===== src/rtl/gshare_predictor_if.sv =====
// Fetch-side prediction signals and ROB-side training signals of gshare_predictor.
interface gshare_predictor_if #(
  parameter int HIST_BITS = 8
);
  logic                 fetch_valid;
  logic [31:0]          pc_cur;
  logic [31:0]          ins_cur;
  logic [31:0]          pc_pred;
  logic                 pred_taken;
  logic [HIST_BITS-1:0] pred_hist;
  logic                 upd_valid;
  logic [31:0]          upd_pc;
  logic                 upd_taken;
  logic [HIST_BITS-1:0] upd_hist;
  logic                 upd_mispredict;

  modport master (
    output fetch_valid, pc_cur, ins_cur,
    output upd_valid, upd_pc, upd_taken, upd_hist, upd_mispredict,
    input  pc_pred, pred_taken, pred_hist
  );

  modport slave (
    input  fetch_valid, pc_cur, ins_cur,
    input  upd_valid, upd_pc, upd_taken, upd_hist, upd_mispredict,
    output pc_pred, pred_taken, pred_hist
  );
endinterface


===== src/rtl/gshare_predictor.sv =====
// gshare branch predictor with speculative GHR, saturating counters and a post-reset init sweep.
// Define PRED_GSHARE_EN to XOR the GHR into the index; undefined builds a plain bimodal predictor.
module gshare_predictor #(
  parameter int IDX_BITS  = 9,
  parameter int HIST_BITS = 8,
  parameter int CTR_BITS  = 2
) (
  input  logic              clk,
  input  logic              rst,
  input  logic              rdy,
  output logic              init_busy,
  gshare_predictor_if.slave bus
);
  localparam int DEPTH = 1 << IDX_BITS;
  localparam logic [CTR_BITS-1:0] CTR_INIT = {1'b0, {(CTR_BITS-1){1'b1}}};
  localparam logic [CTR_BITS-1:0] CTR_MAX  = '1;
  localparam logic [CTR_BITS-1:0] CTR_ONE  = CTR_BITS'(1);

  typedef enum logic {ST_INIT, ST_RUN} state_t;

  state_t               state_reg, state_next;
  logic [IDX_BITS-1:0]  init_ptr_reg, init_ptr_next;
  logic [CTR_BITS-1:0]  ctr_mem [DEPTH];

  logic                 tbl_we;
  logic [IDX_BITS-1:0]  tbl_waddr;
  logic [CTR_BITS-1:0]  tbl_wdata;

  logic [6:0]           opcode;
  logic                 is_jal, is_jalr, is_br;
  logic [31:0]          imm_j, imm_b;
  logic [IDX_BITS-1:0]  fetch_idx, upd_idx;
  logic [CTR_BITS-1:0]  fetch_ctr, upd_ctr, upd_ctr_sat;
  logic                 pred_taken_w;
  logic [HIST_BITS-1:0] hist_cur, upd_hist_eff;

  // ---------------- decode ----------------
  assign opcode  = bus.ins_cur[6:0];
  assign is_jal  = (opcode == 7'b1101111);
  assign is_jalr = (opcode == 7'b1100111);
  assign is_br   = (opcode == 7'b1100011);

  assign imm_j = {{11{bus.ins_cur[31]}}, bus.ins_cur[31], bus.ins_cur[19:12],
                  bus.ins_cur[20], bus.ins_cur[30:21], 1'b0};
  assign imm_b = {{19{bus.ins_cur[31]}}, bus.ins_cur[31], bus.ins_cur[7],
                  bus.ins_cur[30:25], bus.ins_cur[11:8], 1'b0};

  // ---------------- history selection ----------------
`ifdef PRED_GSHARE_EN
  logic [HIST_BITS-1:0] ghr_reg, ghr_next;

  assign hist_cur     = ghr_reg;
  assign upd_hist_eff = bus.upd_hist;

  // Repair from the ROB outranks the speculative shift of a younger fetch.
  always_comb begin
    ghr_next = ghr_reg;
    if (state_reg == ST_INIT) begin
      ghr_next = '0;
    end else if (bus.upd_valid && bus.upd_mispredict) begin
      ghr_next = HIST_BITS'({bus.upd_hist, bus.upd_taken});
    end else if (bus.fetch_valid && is_br) begin
      ghr_next = HIST_BITS'({ghr_reg, pred_taken_w});
    end
  end

  always_ff @(posedge clk) begin
    if (rst) begin
      ghr_reg <= '0;
    end else if (rdy) begin
      ghr_reg <= ghr_next;
    end
  end
`else
  logic unused_hist;

  assign hist_cur     = '0;
  assign upd_hist_eff = '0;
  assign unused_hist  = ^{bus.upd_hist, bus.upd_mispredict, bus.fetch_valid, is_jalr};
`endif

  logic unused_upd_pc;
  assign unused_upd_pc = ^{bus.upd_pc[31:IDX_BITS+2], bus.upd_pc[1:0]};

  // History occupies the low index bits; higher bits come straight from the PC.
  for (genvar gi = 0; gi < IDX_BITS; gi++) begin : g_idx
    if (gi < HIST_BITS) begin : g_xor
      assign fetch_idx[gi] = bus.pc_cur[gi+2] ^ hist_cur[gi];
      assign upd_idx[gi]   = bus.upd_pc[gi+2] ^ upd_hist_eff[gi];
    end else begin : g_pc
      assign fetch_idx[gi] = bus.pc_cur[gi+2];
      assign upd_idx[gi]   = bus.upd_pc[gi+2];
    end
  end

  // ---------------- prediction ----------------
  assign fetch_ctr    = ctr_mem[fetch_idx];
  assign pred_taken_w = is_jal | (is_br & (state_reg == ST_RUN) & fetch_ctr[CTR_BITS-1]);

  assign bus.pred_taken = pred_taken_w;
  assign bus.pc_pred    = pred_taken_w ? (bus.pc_cur + (is_jal ? imm_j : imm_b))
                                       : (bus.pc_cur + 32'd4);
  assign bus.pred_hist  = hist_cur;
  assign init_busy      = (state_reg == ST_INIT);

  // ---------------- training ----------------
  assign upd_ctr = ctr_mem[upd_idx];

  always_comb begin
    upd_ctr_sat = upd_ctr;
    if (bus.upd_taken) begin
      if (upd_ctr != CTR_MAX) upd_ctr_sat = upd_ctr + CTR_ONE;
    end else begin
      if (upd_ctr != '0) upd_ctr_sat = upd_ctr - CTR_ONE;
    end
  end

  // ---------------- FSM and table write port ----------------
  always_comb begin
    state_next    = state_reg;
    init_ptr_next = init_ptr_reg;
    tbl_we        = 1'b0;
    tbl_waddr     = init_ptr_reg;
    tbl_wdata     = CTR_INIT;
    case (state_reg)
      ST_INIT: begin
        if (rdy && !rst) begin
          tbl_we        = 1'b1;
          init_ptr_next = init_ptr_reg + 1'b1;
          if (init_ptr_reg == IDX_BITS'(DEPTH - 1)) state_next = ST_RUN;
        end
      end
      ST_RUN: begin
        if (rdy && !rst && bus.upd_valid) begin
          tbl_we    = 1'b1;
          tbl_waddr = upd_idx;
          tbl_wdata = upd_ctr_sat;
        end
      end
      default: state_next = ST_INIT;
    endcase
  end

  always_ff @(posedge clk) begin
    if (rst) begin
      state_reg    <= ST_INIT;
      init_ptr_reg <= '0;
    end else if (rdy) begin
      state_reg    <= state_next;
      init_ptr_reg <= init_ptr_next;
    end
  end

  always_ff @(posedge clk) begin
    if (tbl_we) ctr_mem[tbl_waddr] <= tbl_wdata;
  end
endmodule


===== src/flat_wrapper.sv =====
// flat-port wrapper written by rule: the top's interface ports become plain ports
module gshare_predictor_flat 
#(
  parameter int IDX_BITS  = 9,
  parameter int HIST_BITS = 8,
  parameter int CTR_BITS  = 2
)
  (clk, rst, rdy, init_busy, bus_fetch_valid, bus_pc_cur, bus_ins_cur, bus_upd_valid, bus_upd_pc, bus_upd_taken, bus_upd_hist, bus_upd_mispredict, bus_pc_pred, bus_pred_taken, bus_pred_hist);
  gshare_predictor_if #(.HIST_BITS(HIST_BITS)) bus_i ();
  input  logic clk;
  input  logic rst;
  input  logic rdy;
  output logic init_busy;
  input wire logic [$bits(bus_i.fetch_valid)-1:0] bus_fetch_valid;
  input wire logic [$bits(bus_i.pc_cur)-1:0] bus_pc_cur;
  input wire logic [$bits(bus_i.ins_cur)-1:0] bus_ins_cur;
  input wire logic [$bits(bus_i.upd_valid)-1:0] bus_upd_valid;
  input wire logic [$bits(bus_i.upd_pc)-1:0] bus_upd_pc;
  input wire logic [$bits(bus_i.upd_taken)-1:0] bus_upd_taken;
  input wire logic [$bits(bus_i.upd_hist)-1:0] bus_upd_hist;
  input wire logic [$bits(bus_i.upd_mispredict)-1:0] bus_upd_mispredict;
  output wire logic [$bits(bus_i.pc_pred)-1:0] bus_pc_pred;
  output wire logic [$bits(bus_i.pred_taken)-1:0] bus_pred_taken;
  output wire logic [$bits(bus_i.pred_hist)-1:0] bus_pred_hist;
  assign bus_i.fetch_valid = bus_fetch_valid;
  assign bus_i.pc_cur = bus_pc_cur;
  assign bus_i.ins_cur = bus_ins_cur;
  assign bus_i.upd_valid = bus_upd_valid;
  assign bus_i.upd_pc = bus_upd_pc;
  assign bus_i.upd_taken = bus_upd_taken;
  assign bus_i.upd_hist = bus_upd_hist;
  assign bus_i.upd_mispredict = bus_upd_mispredict;
  assign bus_pc_pred = bus_i.pc_pred;
  assign bus_pred_taken = bus_i.pred_taken;
  assign bus_pred_hist = bus_i.pred_hist;
  gshare_predictor #(.IDX_BITS(IDX_BITS), .HIST_BITS(HIST_BITS), .CTR_BITS(CTR_BITS)) u_core (.clk(clk), .rst(rst), .rdy(rdy), .init_busy(init_busy), .bus(bus_i));
endmodule

===== config.mk =====
export PLATFORM = sky130hd
export DESIGN_NAME = gshare_predictor_flat
export DESIGN_NICKNAME = d
export VERILOG_FILES = /design/src/rtl/gshare_predictor_if.sv /design/src/rtl/gshare_predictor.sv /design/src/flat_wrapper.sv
export SDC_FILE = /design/constraint.sdc
export NUM_CORES = 2
export LEC_CHECK = 0
export CORE_MARGIN = 1.5
export CORE_UTILIZATION = 45
export CTS_CLUSTER_DIAMETER = 30
export DETAILED_ROUTE_END_ITERATION = 8
export HOLD_SLACK_MARGIN = 0.08
export SLEW_MARGIN = 30
export SYNTH_ARGS = -nofsm -noshare
export SYNTH_HDL_FRONTEND = slang
export SYNTH_SLANG_ARGS = --single-unit

===== constraint.sdc =====
create_clock -name clk -period 28.6 [get_ports clk]
set_input_delay 2.86 -clock clk [delete_from_list [all_inputs] [get_ports clk]]
set_output_delay 2.86 -clock clk [all_outputs]
set_load 0.03 [all_outputs]

==> results.tsv <==
stage	metric	value	unit
pwr	peakVddDrop	0.0497	mV
placed_design	dpl.hpwl	82.5	mm
floorplanning	die-area	0.110	mm2
grt	antenna_found_initial	3	
grt	grt_pass1_wl	209	mm
flow_run	cap_violations	0	
clocking	cts-resized-gates	0	
timing	clock_skew	0.0398	ns
routing	drt_iter0_markers	3738	
clocking	cts_root_buf	clkbuf_16	
clocking	post_cts.repair.setup_buffers	0	
placed_design	gp_congestion	0.871	
synthesis	avgSynthCellArea	15.7	um2
timing	slew_viol_final	0	
status	status	completed	
floorplanning	coreArea	0.107	mm2
setup_path	path_max_fanout	49	
timing	fin_crit	11.70	ns
grt	track_usage	25.9	%
floorplanning	pin_count	153	
layout	fill_cells	8497	
routing	wirelength	143	mm
clocking	h-tree-depth	4	
timing	fin_crit_sh	40.9	%
setup_path	max_stage_delay	0.72	ns
pwr	power	4150	uW
placed_design	port-buffer-count	109	
setup_path	cp_num_buf_inv	5	
routing	drc	0	
layout	areaGrowthSynthToFinish	18.7	%
clocking	cts_tree	built	
timing	finalSetupViolations	0	
layout	layout-drive-gt1-share	23.6	%
grt	use_met1	35.1	%
synthesis	yosys_warnings	0	
timing	hold_violations	0	
synthesis	synth_seq_cells	1034	
grt	grt_overflow	0	
grt	first_global_vias	31400	
timing	maxSlewHeadroom	31.0	%
synthesis	synth_mux_area_share	18.5	%
timing	grt_setup_unrepaired	no	
floorplanning	rows	120	
synthesis	synth_ff_type	edfxtp_1	
synthesis	synth_seq_area_share	63.6	%
clocking	clock-sinks	1034	
layout	largest_reg_flops	1024	
synthesis	synthAdderAreaFrac	0.987	%
clocking	cts_buffers	196	
setup_path	cp_data_arrival_time	8.84	ns
routing	detail-route-antenna-nets	0	
pwr	p_leak	0.0182	uW
setup_path	crit_family	buffers and inverters	
setup_path	crit_chain	clkbuf_8, buf_4, buf_4, mux4_1, mux2i_1, mux4_2, mux2i_1, a221oi_1, o32a_1, or2_4, inv_2, nand3_1, o21ai_0, clkdlybuf4s50_1	
synthesis	ys_async_sr_fraction	0	%
setup_path	cp.required	25.74	ns
synthesis	synth_edf_count	1024	
timing	worstMarginPinSlew	1.03	ns
grt	met2_usage	42.0	%
grt	grt_busiest_layer	met2	
pwr	p_per_area	71.8	mW/mm2
setup_path	cp-end-kind	primary output	
clocking	clk_pin_slew	0.05	ns
routing	drt-pass1-iter-count	7	
clocking	clock_latency	0.79	ns
grt	use_met3	5.35	%
synthesis	synthSimpleGateAreaFrac	7.42	%
placed_design	dp_cells	4420	
floorplanning	fp.dieH	332	um
clocking	cts_hold_buf	0	
routing	via_count	30600	
layout	fin_nets	3364	
layout	multi_input_area	0.0167	mm2
min_path	min_path_type	reg2reg	
timing	tns	0	ns
synthesis	synth.distinct_cells	77	
setup_path	critPathLaunchType	input pin	
grt	grt_start_max_net_pins	273	
synthesis	synthCells	3097	
layout	instances_no_fill	4790	
floorplanning	start_util	45.4	%
clocking	cts_buffer_depth	3	
routing	wl_per_cell	29.8	um
synthesis	synth_top_family_by_area	multiplexers	
timing	timing.fmax	0.0855	GHz
routing	vias_per_cell	6.38	
setup_path	path_class	in2out	
synthesis	synthesis.area	0.0487	mm2
layout	final-seq-area	0.0309	mm2
synthesis	synth_xor_area_share	0.953	%
setup_path	crit_slowest_cell	clkdlybuf4s50_1	
synthesis	synth_compound_area_share	5.96	%
floorplanning	die_w	332	um
## power breakdown
group	switching (uW)	internal [uW]	total, uW
registers	0.500	1640	1640
logic	121	70.3	192
clock network	813	1500	2310
## kinds of logic (layout without fill, tap and decap cells)
| kind of cell | after synthesis | count (layout) |
|---|---|---|
| xor+xnor | 53 | 53 |
| flops | 1034 | 1034 |
| other cells | 1 | 10 |
| compound gates | 404 | 404 |
| fa+ha+maj | 38 | 38 |
| simple gates | 866 | 866 |
| mux | 437 | 437 |
| buf+inv | 264 | 545 |
## worst register-to-register path, delay by kind of cell, from the launching register on
family,cells,cell delay [ns]
mux,2,0.95
compound gates,5,2.15
flops,1,0.37
buf+inv,2,1.54
simple gates,1,0.14
## placed cells by master, fill, tap and decap left out, types with 13 or more instances in the layout
cell type / count
mux2_2: 21
clkdlybuf4s50_1: 103
clkinv_4: 20
mux4_2: 360
ha_1: 36
xor2_1: 20
nor2b_1: 13
a221oi_1: 47
nor2_1: 583
inv_6: 23
nor3_1: 23
mux2i_1: 48
a22oi_1: 62
clkinvlp_4: 29
clkinv_1: 19
a22o_1: 51
nand4_1: 15
a21o_1: 21
edfxtp_1: 1024
clkbuf_16: 198
nand2_1: 108
clkinv_2: 21
inv_1: 14
o21ai_0: 49
o221ai_1: 16
nand2b_1: 16
o22ai_1: 20
nand3_1: 29
bufinv_16: 24
a21oi_1: 68
clkbuf_1: 24
xnor2_1: 33
and3_1: 15
buf_4: 44
## Yosys cell counts, drive strengths merged (4+ instances only)
library cell / n / area, um2
o22ai: 20 / 125
buf: 93 / 607
o21a: 7 / 52.6
o221ai: 16 / 140
a22oi: 62 / 465
nor2: 585 / 2200
nor2b: 17 / 106
a221oi: 47 / 412
and3: 15 / 93.8
a31o: 5 / 43.8
a22o: 51 / 447
a211oi: 7 / 52.6
inv: 16 / 60.1
o211ai: 4 / 30.0
o31ai: 6 / 58.8
a21oi: 68 / 340
and2: 7 / 43.8
nand3: 29 / 145
dfxtp: 10 / 200
o21bai: 4 / 30.0
nand2b: 16 / 100
clkbuf: 155 / 582
xnor2: 33 / 289
nor3: 23 / 115
a21o: 21 / 158
mux2i: 48 / 480
edfxtp: 1024 / 30700
nand2: 124 / 465
or3: 9 / 56.3
a31oi: 8 / 50.1
mux4: 367 / 8290
nand3b: 8 / 60.1
mux2: 22 / 248
ha: 36 / 450
nand4: 15 / 93.8
o21ai: 54 / 270
nor3b: 5 / 37.5
xor2: 20 / 175
## path summary, 6_finish.rpt
check	from	endpoint	slack (ns)	cells after the start
setup / recovery	bus_pc_cur[2]	bus_pc_pred[13]	16.90	14
hold / removal	u_core.state_reg$_SDFFE_PP0P_	u_core.state_reg$_SDFFE_PP0P_	0.54	2
setup reg to reg	u_core.ctr_mem[102][0]$_DFFE_PP_	u_core.ctr_mem[460][0]$_DFFE_PP_	23.11	10
hold reg to reg	u_core.state_reg$_SDFFE_PP0P_	u_core.state_reg$_SDFFE_PP0P_	0.54	2
## layout make-up
type	count	share of cell area (%)
Timing Repair Buffer	162	2.81
Sequential cell	1034	53.6
Multi-Input combinational cell	1806	28.8
Antenna cell	2	0.00866
Tap cell	1403	3.04
Clock inverter	145	2.89
Inverter	16	0.104
Clock buffer	222	8.73
## metal layers
layer  vias up  share of wire, %
met5         -                 0
met4         0               2.8
met3       252               9.6
met2      1711                49
met1     15900                39
li1      12700                 -
## per-stage QoR
step	hold slack [ns]	cell area, um2	setup WS (ns)	util (%)
after floorplan	0.472	48700	5.94	-
after global placement	0.495	51000	16.85	47.5
after detailed placement	0.518	51000	16.86	47.6
after CTS	0.530	57700	16.84	53.9
after global routing	0.567	57800	16.55	53.9
final	0.544	57800	16.90	53.9
(Power assumes the default switching activity.)
